<file path="src/rtl/muldiv_unit.sv">
// Multi-cycle multiply/divide unit beside the EX-stage ALU; owns the architectural HI/LO pair.
// Radix-2 shift-add multiply and restoring divide run on magnitudes; signs are applied in FIX.
module muldiv_unit #(
  parameter int WIDTH = 32,
  parameter int CNT_W = $clog2(WIDTH) + 1
) (
  input  logic             clk,
  input  logic             reset,
  input  logic             issue,
  input  logic [5:0]       funct,
  input  logic [WIDTH-1:0] a,
  input  logic [WIDTH-1:0] b,
  input  logic             flush,
  output logic             stall,
  output logic             busy,
  output logic             done,
  output logic [WIDTH-1:0] rdata,
  output logic [WIDTH-1:0] hi,
  output logic [WIDTH-1:0] lo,
  output logic [1:0]       dbg_state
);

  localparam logic [5:0] F_MFHI  = 6'h10;
  localparam logic [5:0] F_MTHI  = 6'h11;
  localparam logic [5:0] F_MFLO  = 6'h12;
  localparam logic [5:0] F_MTLO  = 6'h13;
  localparam logic [5:0] F_MULT  = 6'h18;
  localparam logic [5:0] F_MULTU = 6'h19;
  localparam logic [5:0] F_DIV   = 6'h1a;
  localparam logic [5:0] F_DIVU  = 6'h1b;

  typedef enum logic [1:0] {S_IDLE, S_MUL, S_DIV, S_FIX} state_t;

  state_t               state_q, state_d;
  logic [CNT_W-1:0]     cnt_q;
  logic [2*WIDTH-1:0]   acc_q;
  logic [WIDTH-1:0]     opnd_q;
  logic [WIDTH-1:0]     a_orig_q;
  logic                 negq_q, negr_q, div_op_q;
  logic [WIDTH-1:0]     hi_q, lo_q;
  logic                 done_q;

  logic                 is_mul, is_div, is_mf, is_mt, sign;
  logic                 relevant, idle, accept, start;
  logic [WIDTH-1:0]     a_mag, b_mag;
  logic [WIDTH:0]       mul_sum, div_shift, div_diff;
  logic [2*WIDTH-1:0]   mul_next, div_next, mul_res;
  logic [WIDTH-1:0]     fix_hi, fix_lo;

  // Handshake: issue is the valid, !stall is the ready. An op is taken on the edge
  // where issue && decoded-funct && !busy && !flush; flush always wins and takes nothing.
  always_comb begin
    is_mul   = (funct == F_MULT) || (funct == F_MULTU);
    is_div   = (funct == F_DIV) || (funct == F_DIVU);
    is_mf    = (funct == F_MFHI) || (funct == F_MFLO);
    is_mt    = (funct == F_MTHI) || (funct == F_MTLO);
    sign     = (funct == F_MULT) || (funct == F_DIV);
    relevant = issue && (is_mul || is_div || is_mf || is_mt);
    idle     = (state_q == S_IDLE);
    accept   = relevant && idle && !flush;
    start    = accept && (is_mul || is_div);
    a_mag    = (sign && a[WIDTH-1]) ? -a : a;
    b_mag    = (sign && b[WIDTH-1]) ? -b : b;
  end

  // One iteration step for each algorithm; acc_q holds {upper, lower} halves.
  always_comb begin
    mul_sum   = {1'b0, acc_q[2*WIDTH-1:WIDTH]} + (acc_q[0] ? {1'b0, opnd_q} : '0);
    mul_next  = {mul_sum, acc_q[WIDTH-1:1]};
    div_shift = acc_q[2*WIDTH-1:WIDTH-1];
    div_diff  = div_shift - {1'b0, opnd_q};
    if (!div_diff[WIDTH]) begin
      div_next = {div_diff[WIDTH-1:0], acc_q[WIDTH-2:0], 1'b1};
    end else begin
      div_next = {div_shift[WIDTH-1:0], acc_q[WIDTH-2:0], 1'b0};
    end
  end

  // Sign fixup; a zero divisor overrides the iterated result entirely.
  always_comb begin
    mul_res = negq_q ? -acc_q : acc_q;
    fix_hi  = mul_res[2*WIDTH-1:WIDTH];
    fix_lo  = mul_res[WIDTH-1:0];
    if (div_op_q) begin
      if (opnd_q == '0) begin
        fix_hi = a_orig_q;
        fix_lo = '1;
      end else begin
        fix_lo = negq_q ? -acc_q[WIDTH-1:0] : acc_q[WIDTH-1:0];
        fix_hi = negr_q ? -acc_q[2*WIDTH-1:WIDTH] : acc_q[2*WIDTH-1:WIDTH];
      end
    end
  end

  always_ff @(posedge clk or posedge reset) begin
    if (reset) state_q <= S_IDLE;
    else       state_q <= state_d;
  end

  always_comb begin
    state_d = state_q;
    unique case (state_q)
      S_IDLE: if (start) state_d = is_mul ? S_MUL : S_DIV;
      S_MUL, S_DIV: begin
        if (flush)                        state_d = S_IDLE;
        else if (cnt_q == CNT_W'(1))      state_d = S_FIX;
      end
      S_FIX:  state_d = S_IDLE;
      default: state_d = S_IDLE;
    endcase
  end

  always_comb begin
    busy      = (state_q != S_IDLE);
    done      = done_q;
    stall     = relevant && busy;
    rdata     = (funct == F_MFHI) ? hi_q : lo_q;
    hi        = hi_q;
    lo        = lo_q;
    dbg_state = state_q;
  end

  always_ff @(posedge clk or posedge reset) begin
    if (reset) begin
      cnt_q    <= '0;
      acc_q    <= '0;
      opnd_q   <= '0;
      a_orig_q <= '0;
      negq_q   <= 1'b0;
      negr_q   <= 1'b0;
      div_op_q <= 1'b0;
      hi_q     <= '0;
      lo_q     <= '0;
      done_q   <= 1'b0;
    end else begin
      done_q <= (state_q == S_FIX) && !flush;
      if (start) begin
        acc_q    <= {{WIDTH{1'b0}}, (is_mul ? b_mag : a_mag)};
        opnd_q   <= is_mul ? a_mag : b_mag;
        a_orig_q <= a;
        negq_q   <= sign && (a[WIDTH-1] ^ b[WIDTH-1]);
        negr_q   <= sign && a[WIDTH-1];
        div_op_q <= is_div;
        cnt_q    <= CNT_W'(WIDTH);
      end else if (state_q == S_MUL || state_q == S_DIV) begin
        acc_q <= (state_q == S_MUL) ? mul_next : div_next;
        cnt_q <= cnt_q - CNT_W'(1);
      end
      if (accept && funct == F_MTHI) hi_q <= a;
      if (accept && funct == F_MTLO) lo_q <= a;
      if (state_q == S_FIX && !flush) begin
        hi_q <= fix_hi;
        lo_q <= fix_lo;
      end
    end
  end

endmodule

</file>
<file path="config.mk">
export PLATFORM = sky130hd
export DESIGN_NAME = muldiv_unit
export DESIGN_NICKNAME = d
export VERILOG_FILES = /design/src/rtl/muldiv_unit.sv
export SDC_FILE = /design/constraint.sdc
export NUM_CORES = 1
export LEC_CHECK = 0
export CORE_MARGIN = 4
export CORE_UTILIZATION = 50
export CTS_CLUSTER_DIAMETER = 50
export CTS_CLUSTER_SIZE = 20
export DETAILED_ROUTE_END_ITERATION = 10
export GPL_ROUTABILITY_DRIVEN = 0
export PLACE_DENSITY = 0.71
export RECOVER_POWER = 25
export SYNTH_ARGS = -nofsm -noshare
export SYNTH_HDL_FRONTEND = slang
export SYNTH_SLANG_ARGS = --single-unit
export TNS_END_PERCENT = 30
</file>
<file path="constraint.sdc">
create_clock -name clk -period 8.2 [get_ports clk]
set_clock_uncertainty 0.05 [all_clocks]
set_input_delay 1.64 -clock clk [delete_from_list [all_inputs] [get_ports clk]]
set_output_delay 1.64 -clock clk [all_outputs]
set_load 0.01 [all_outputs]
</file>
==> flow_summary_export.csv, run 1 <==
group,metric,value,unit
detailed_routing,drt_iter0_drc,2412,
clocking,cts_tree,"built",
flow_run,cap_violations,0,
worst_setup_path,cp_max_fo,32,
synthesis,synthDistinctLibCells,86,
clocking,clk_pin_slew,0.07,ns
detailed_routing,wire_per_inst,23.87,um
clocking,post_cts_resized,0,
min_path,holdCritStartpoint,"a_orig_q[29]",
worst_setup_path,r2r_setup_slack,3.95,ns
sta,hold_viol,0,
synthesis,synth_edf_count,0,
die,die-area,39040,sq um
cells_and_area,register_area,5105,sq um
cells_and_area,syn_to_final_growth,16.29,%
die,dieWidth,197.6,um
min_path,worst_hold_path.num_cells,2,
min_path,hold_class,"reg2reg",
detailed_routing,via_per_inst,6.626,
power_and_ir_drop,p_total,8.739,mW
clocking,clock-sinks,204,
power_and_ir_drop,power_frac_comb,59.1,%
power_and_ir_drop,ir_worst_vdd,320.2,uV
cells_and_area,drive_above_1_share,6.263,%
detailed_routing,drt-pass1-iter-count,6,
synthesis,yosys_warnings,0,
cells_and_area,nNetsFinal,2523,
clocking,holdBufCountCts,0,
sta,fin_tns_setup,0,ns
synthesis,yosys_register_bits,204,
clocking,cts_setup_buffers,0,
clocking,htreeDepth,1,
power_and_ir_drop,internal_power,4.385,mW
global_routing,grt.overflow.total,0,
detailed_routing,vias,18930,
cells_and_area,fin_cells,2857,
power_and_ir_drop,p_switching,4.355,mW
clocking,cts_made_buffers,29,
cells_and_area,multi_input_area,11940,sq um
placement,dp.cells,2803,
power_and_ir_drop,swShare,49.83,%
worst_setup_path,cp-end-kind,"output port",
worst_setup_path,rr_startpoint,"acc_q[0]",
synthesis,postSynth.asyncResetShare,100.0,%
detailed_routing,ant_nets,0,
clocking,cts_buffer_depth,3,
power_and_ir_drop,power.density,418.2,nW/um^2
die,die_h,197.6,um
synthesis,synthCells,2312,
sta,tightest_slew,1.144,ns
run_status,status,"completed",
worst_setup_path,reg2reg_to,"acc_q[53]",
worst_setup_path,worstSetupPathType,"in2out",
clocking,clk_latency,0.57,ns
sta,fin_crit,5.876,ns
sta,finalCritPeriodShare,71.66,%
sta,slew_headroom,23.43,%
global_routing,grt_pass1_vias,17620,
sta,setup_viol,0,
detailed_routing,wl,68.21,mm
synthesis,syn_avg_cell_area,7.773,sq um
sta,fmax,0.1702,GHz
power_and_ir_drop,leakage,8.701,nW
min_path,hold_end,"a_orig_q[29]",
power_and_ir_drop,seqPwrFrac,25.3,%
synthesis,synth_area,17970,sq um
power_and_ir_drop,p_clk_share,15.6,%
global_routing,grt_pass1_wl,103.5,mm
synthesis,syn_nets,2462,
global_routing,antenna_found_initial,0,
cells_and_area,final_cell_mix,"nand2_1, o21ai_0, dfrtp_1",
worst_setup_path,cp-start-kind,"primary input",
placement,dpl.hpwl,50.34,mm
sta,hold_ws,0.4246,ns
sta,slew_violations,0,
clocking,cts-root-buf,"clkbuf_16",
die,rows,69,
cells_and_area,final_common_cell,"nand2_1",
die,coreArea,35480,sq um
detailed_routing,route.detailed.drc,0,
worst_setup_path,crit_required,6.51,ns
die,initial_core_util,50.65,%
synthesis,synth_flop_cell,"dfrtp_1",
worst_setup_path,worst-endpoint-arrival,4.19,ns
worst_setup_path,r2r_cells,12,
synthesis,seq_area_frac_synth,28.41,%
cells_and_area,fillers,3213,
die,io_pins,175,
global_routing,grt_usage,33.52,%
global_routing,grt_max_degree,132,
sta,rsz0062_at_grt,"false",
placement,port_buffers,174,
==> critical path, stage by stage <==
cell	delay, ns
clkdlybuf4s50_1	0.44
nor3b_1	0.42
nor2b_1	0.46
nand2_1	0.09
buf_4	0.27
mux2_2	0.28
clkdlybuf4s50_1	0.55
==> per-stage QoR <==
step                util (%)  setup slack, ns  cell area [sq um]
global route           58.89            2.201              20900
global placement       55.88            2.451              19830
floorplan                  -           0.9426              17970
CTS                    58.89            2.368              20900
finish                 58.90            2.324              20900
detailed placement     55.88            2.369              19830
==> power groups by stage <==
stage	clock [mW]	combinational, mW	sequential [mW]
after detailed placement	0	5.02	2.18
after floorplan	0	3.62	1.84
after CTS	1.37	5.06	2.17
after global placement	0	4.92	2.16
final	1.37	5.16	2.21
after global routing	1.41	5.64	2.24
==> area by class of cell <==
cell class              instances  share of cell area, %
repair buffers                196                  9.124
inverters                      77                  1.419
diodes                          1                0.01197
well taps                     461                  2.760
clock buffers                  29                  3.472
flip-flops and latches        204                  24.43
clock inverters                24                  1.634
multi-input cells            1865                  57.15
==> synth_stat cells, drive strengths merged, types with 17 or more instances <==
| library cell | n | area (sq um) |
|---|---|---|
| nand2 | 350 | 1314 |
| o21ai | 222 | 1111 |
| dfrtp | 204 | 5105 |
| nor2 | 171 | 641.9 |
| a21oi | 164 | 824.5 |
| clkbuf | 136 | 510.5 |
| xor2 | 108 | 953.4 |
| mux2i | 85 | 850.8 |
| inv | 76 | 285.3 |
| ha | 74 | 925.9 |
| o211ai | 61 | 467.9 |
| xnor2 | 61 | 534.3 |
| nor3 | 47 | 240.2 |
| mux2 | 41 | 461.7 |
| a31oi | 31 | 193.9 |
| buf | 30 | 146.4 |
| a211oi | 29 | 217.7 |
| or3 | 29 | 186.4 |
| nand3 | 28 | 140.1 |
| o31ai | 28 | 215.2 |
| a32oi | 27 | 236.5 |
| nor4 | 23 | 156.4 |
| a21o | 22 | 165.2 |
| o221ai | 21 | 183.9 |
| nand4 | 19 | 125.1 |
| and3 | 17 | 106.4 |
| or4 | 17 | 135.1 |
==> sequential cells by signal, indices dropped and copies added (netlist names), 2 cells and up <==
| signal | cells |
|---|---|
| hi | 32 |
| a_orig_q | 32 |
| lo | 32 |
| dbg_state | 2 |
| cnt_q | 6 |
| acc_q | 64 |
| opnd_q | 32 |
==> per-layer routing <==
metal	wire length (um)	vias up	track usage, %	part of all wire (%)
met2	29220	1179	51.06	43
met3	7819	219	6.498	11
li1	-	8513	-	-
met4	3721	0	14.87	5.5
met1	27450	9020	46.49	40
met5	0	-	0	0
==> cells by family after synthesis <==
kind of cell,after synthesis,share of synthesized area (%)
buf+inv,243,5.263
fa+ha+maj,76,5.375
mux,126,7.303
compound gates,720,25.61
xor+xnor,169,8.278
simple gates,774,19.76
flops,204,28.41
==> worst max-delay path by stage <==
stage          slack, ns     endpoint  cells after the start     start
3_3_place_gp        2.45    rdata[26]                      7  funct[4]
2_1_floorplan       0.94  a_orig_q[0]                      1     reset
5_1_grt             2.20    rdata[28]                      7  funct[4]
4_1_cts             2.37    rdata[21]                      7  funct[4]
3_5_place_dp        2.37    rdata[21]                      7  funct[4]
6_report            2.32    rdata[28]                      7  funct[4]
No activity file was read; power rests on OpenSTA's default activity.
==> inputs of run 2 (changes only) <==
==> constraint.sdc (replaced) <==
create_clock -name clk -period 5.75 [get_ports clk]
set_clock_uncertainty 0.05 [all_clocks]
set_input_delay 1.15 -clock clk [delete_from_list [all_inputs] [get_ports clk]]
set_output_delay 1.15 -clock clk [all_outputs]
set_load 0.01 [all_outputs]
==> run 2 against run 1 <==
Against the previous run: the run now ends with capacitance limit, slew limit left; combinational power up 44%; register-to-register slack worse by 2.5 ns; clock power grew 34%; design area is 0.12% lower; cell count barely moved; total power increased by 42%; non-clock buffer count increased by 6; count of clock-buffer cells in the layout down 2; sequential share of layout area is essentially flat; global-route usage shrank 0.16 points; largest power group unchanged; highest routed layer unchanged.
==> flow_summary_export.csv, run 2 (synthesis results as in run 1) <==
group,metric,value,unit
global_routing,antenna_found_initial,0,
die,io_pins,175,
flow_run,cap_violations,1,
sta,fin_crit,4.870,ns
sta,fmax,0.2053,GHz
run_status,violations,"capacitance limit, slew limit",
die,initial_core_util,50.65,%
sta,hold_ws,0.4262,ns
placement,dp.cells,2809,
cells_and_area,max_flop_register,"acc_q",
global_routing,grt_pass1_wl,102.3,mm
placement,dpl.hpwl,51.06,mm
worst_setup_path,crit_family,"buffers and inverters",
clocking,clock-sinks,204,
die,die-area,39040,sq um
detailed_routing,via_per_inst,6.573,
worst_setup_path,cp-startpoint,"funct[4]",
detailed_routing,wl,68.44,mm
clocking,post_cts_resized,0,
clocking,clk_latency,0.57,ns
worst_setup_path,r2r_setup_slack,1.41,ns
detailed_routing,ant_nets,0,
die,dieWidth,197.6,um
clocking,cts_tree,"built",
sta,finalCritPeriodShare,84.69,%
detailed_routing,wire_per_inst,23.94,um
die,rows,69,
worst_setup_path,worstSetupPathType,"in2out",
run_status,status,"complete, but fails checks",
global_routing,grt_pass1_vias,16910,
cells_and_area,register_area,5105,sq um
cells_and_area,multi_input_area,11940,sq um
clocking,clk_pin_slew,0.08,ns
detailed_routing,vias,18790,
worst_setup_path,path_depth,7,
worst_setup_path,crit_path_end,"rdata[0]",
power_and_ir_drop,p_total,12.41,mW
sta,rsz0062_at_grt,"false",
global_routing,grt.overflow.total,0,
global_routing,grt_max_degree,163,
clocking,holdBufCountCts,0,
cells_and_area,largest_register_ffs,64,
power_and_ir_drop,leakage,8.692,nW
worst_setup_path,worst-endpoint-arrival,3.67,ns
worst_setup_path,r2r_cells,12,
worst_setup_path,max_stage_delay,0.53,ns
sta,tightest_slew,2.570,ns
die,coreArea,35480,sq um
worst_setup_path,reg2reg_to,"acc_q[53]",
worst_setup_path,cp_common_cell,"clkdlybuf4s50_1",
cells_and_area,fin_cells,2859,
clocking,cts-root-buf,"clkbuf_16",
die,die_h,197.6,um
worst_setup_path,cp_cell_sequence,"clkdlybuf4s50_1 > nor3b_1 > nor2b_1 > nand2_1 > buf_4 > mux2_2 > clkdlybuf4s50_1",
sta,slew_violations,41,
clocking,cts_setup_buffers,0,
global_routing,grt_usage,33.36,%
sta,hold_viol,0,
clocking,cts_buffer_depth,3,
cells_and_area,drive_above_1_share,6.339,%
power_and_ir_drop,ir_worst_vdd,304.8,uV
worst_setup_path,cp-start-kind,"primary input",
sta,setup_viol,0,
worst_setup_path,rr_startpoint,"acc_q[0]",
worst_setup_path,cp_max_fo,32,
cells_and_area,final_cell_mix,"nand2_1, o21ai_0, dfrtp_1",
sta,slew_headroom,-71.36,%
clocking,cts_made_buffers,27,
detailed_routing,drt-pass1-iter-count,7,
cells_and_area,syn_to_final_growth,16.15,%
detailed_routing,route.detailed.drc,0,
worst_setup_path,cp-end-kind,"output port",
detailed_routing,drt_iter0_drc,2532,
worst_setup_path,path_buf_inv,3,
placement,port_buffers,174,
cells_and_area,final_common_cell,"nand2_1",
clocking,htreeDepth,1,
cells_and_area,utilization,58.83,%
worst_setup_path,critPathSlowestCell,"clkdlybuf4s50_1",
cells_and_area,nNetsFinal,2527,
worst_setup_path,crit_required,4.55,ns
cells_and_area,antennaDiodeCount,0,
power_and_ir_drop,power.density,594.3,nW/um^2
cells_and_area,fillers,3203,
min_path,hold_class,"reg2reg",
sta,fin_tns_setup,0,ns
[run 2: layout make-up]
class | instances | area share [%]
repair buffers | 202 | 9.513
multi-input cells | 1865 | 57.22
clock inverters | 23 | 1.421
flip-flops and latches | 204 | 24.46
clock buffers | 27 | 3.237
well taps | 461 | 2.763
inverters | 77 | 1.391
[run 2: stage by stage]
stage | cell area, sq um | setup WS [ns]
final | 20870 | 0.8802
after global routing | 20870 | 0.6854
after global placement | 19910 | 0.9979
after CTS | 20880 | 0.8946
after floorplan | 17970 | 1.906
after detailed placement | 19910 | 0.8927
[run 2: worst min path at each step]
stage                            start            to  slack [ns]  cells after the start
after floorplan           a_orig_q[10]  a_orig_q[10]        0.39                      2
after global placement     a_orig_q[3]   a_orig_q[3]        0.40                      2
after detailed placement  a_orig_q[20]  a_orig_q[20]        0.41                      2
after CTS                 a_orig_q[25]  a_orig_q[25]        0.43                      2
after global routing      a_orig_q[20]  a_orig_q[20]        0.45                      2
final                     a_orig_q[25]  a_orig_q[25]        0.43                      2
[run 2: routing by layer]
metal,wire length [um],vias up,part of all wire (%),GRT usage (%)
met3,8207,192,12,7.658
met2,29710,1205,43,50.81
met5,0,-,0,0
li1,-,8520,-,-
met1,27340,8875,40,46.40
met4,3188,0,4.7,12.73
[run 2: worst min-delay path, delay by kind of cell, from the launching register on]
family	cells	cell delay [ns]
flip-flops	1	0.35
AND/OR/NAND/NOR	2	0.10
[run 2: report_power, final]
part | total (mW) | switching [mW] | leakage (nW) | internal (mW)
Sequential | 3.12 | 1.07 | 2.36 | 2.05
Combinational | 7.45 | 4.31 | 5.86 | 3.14
Clock | 1.84 | 0.854 | 0.474 | 0.982
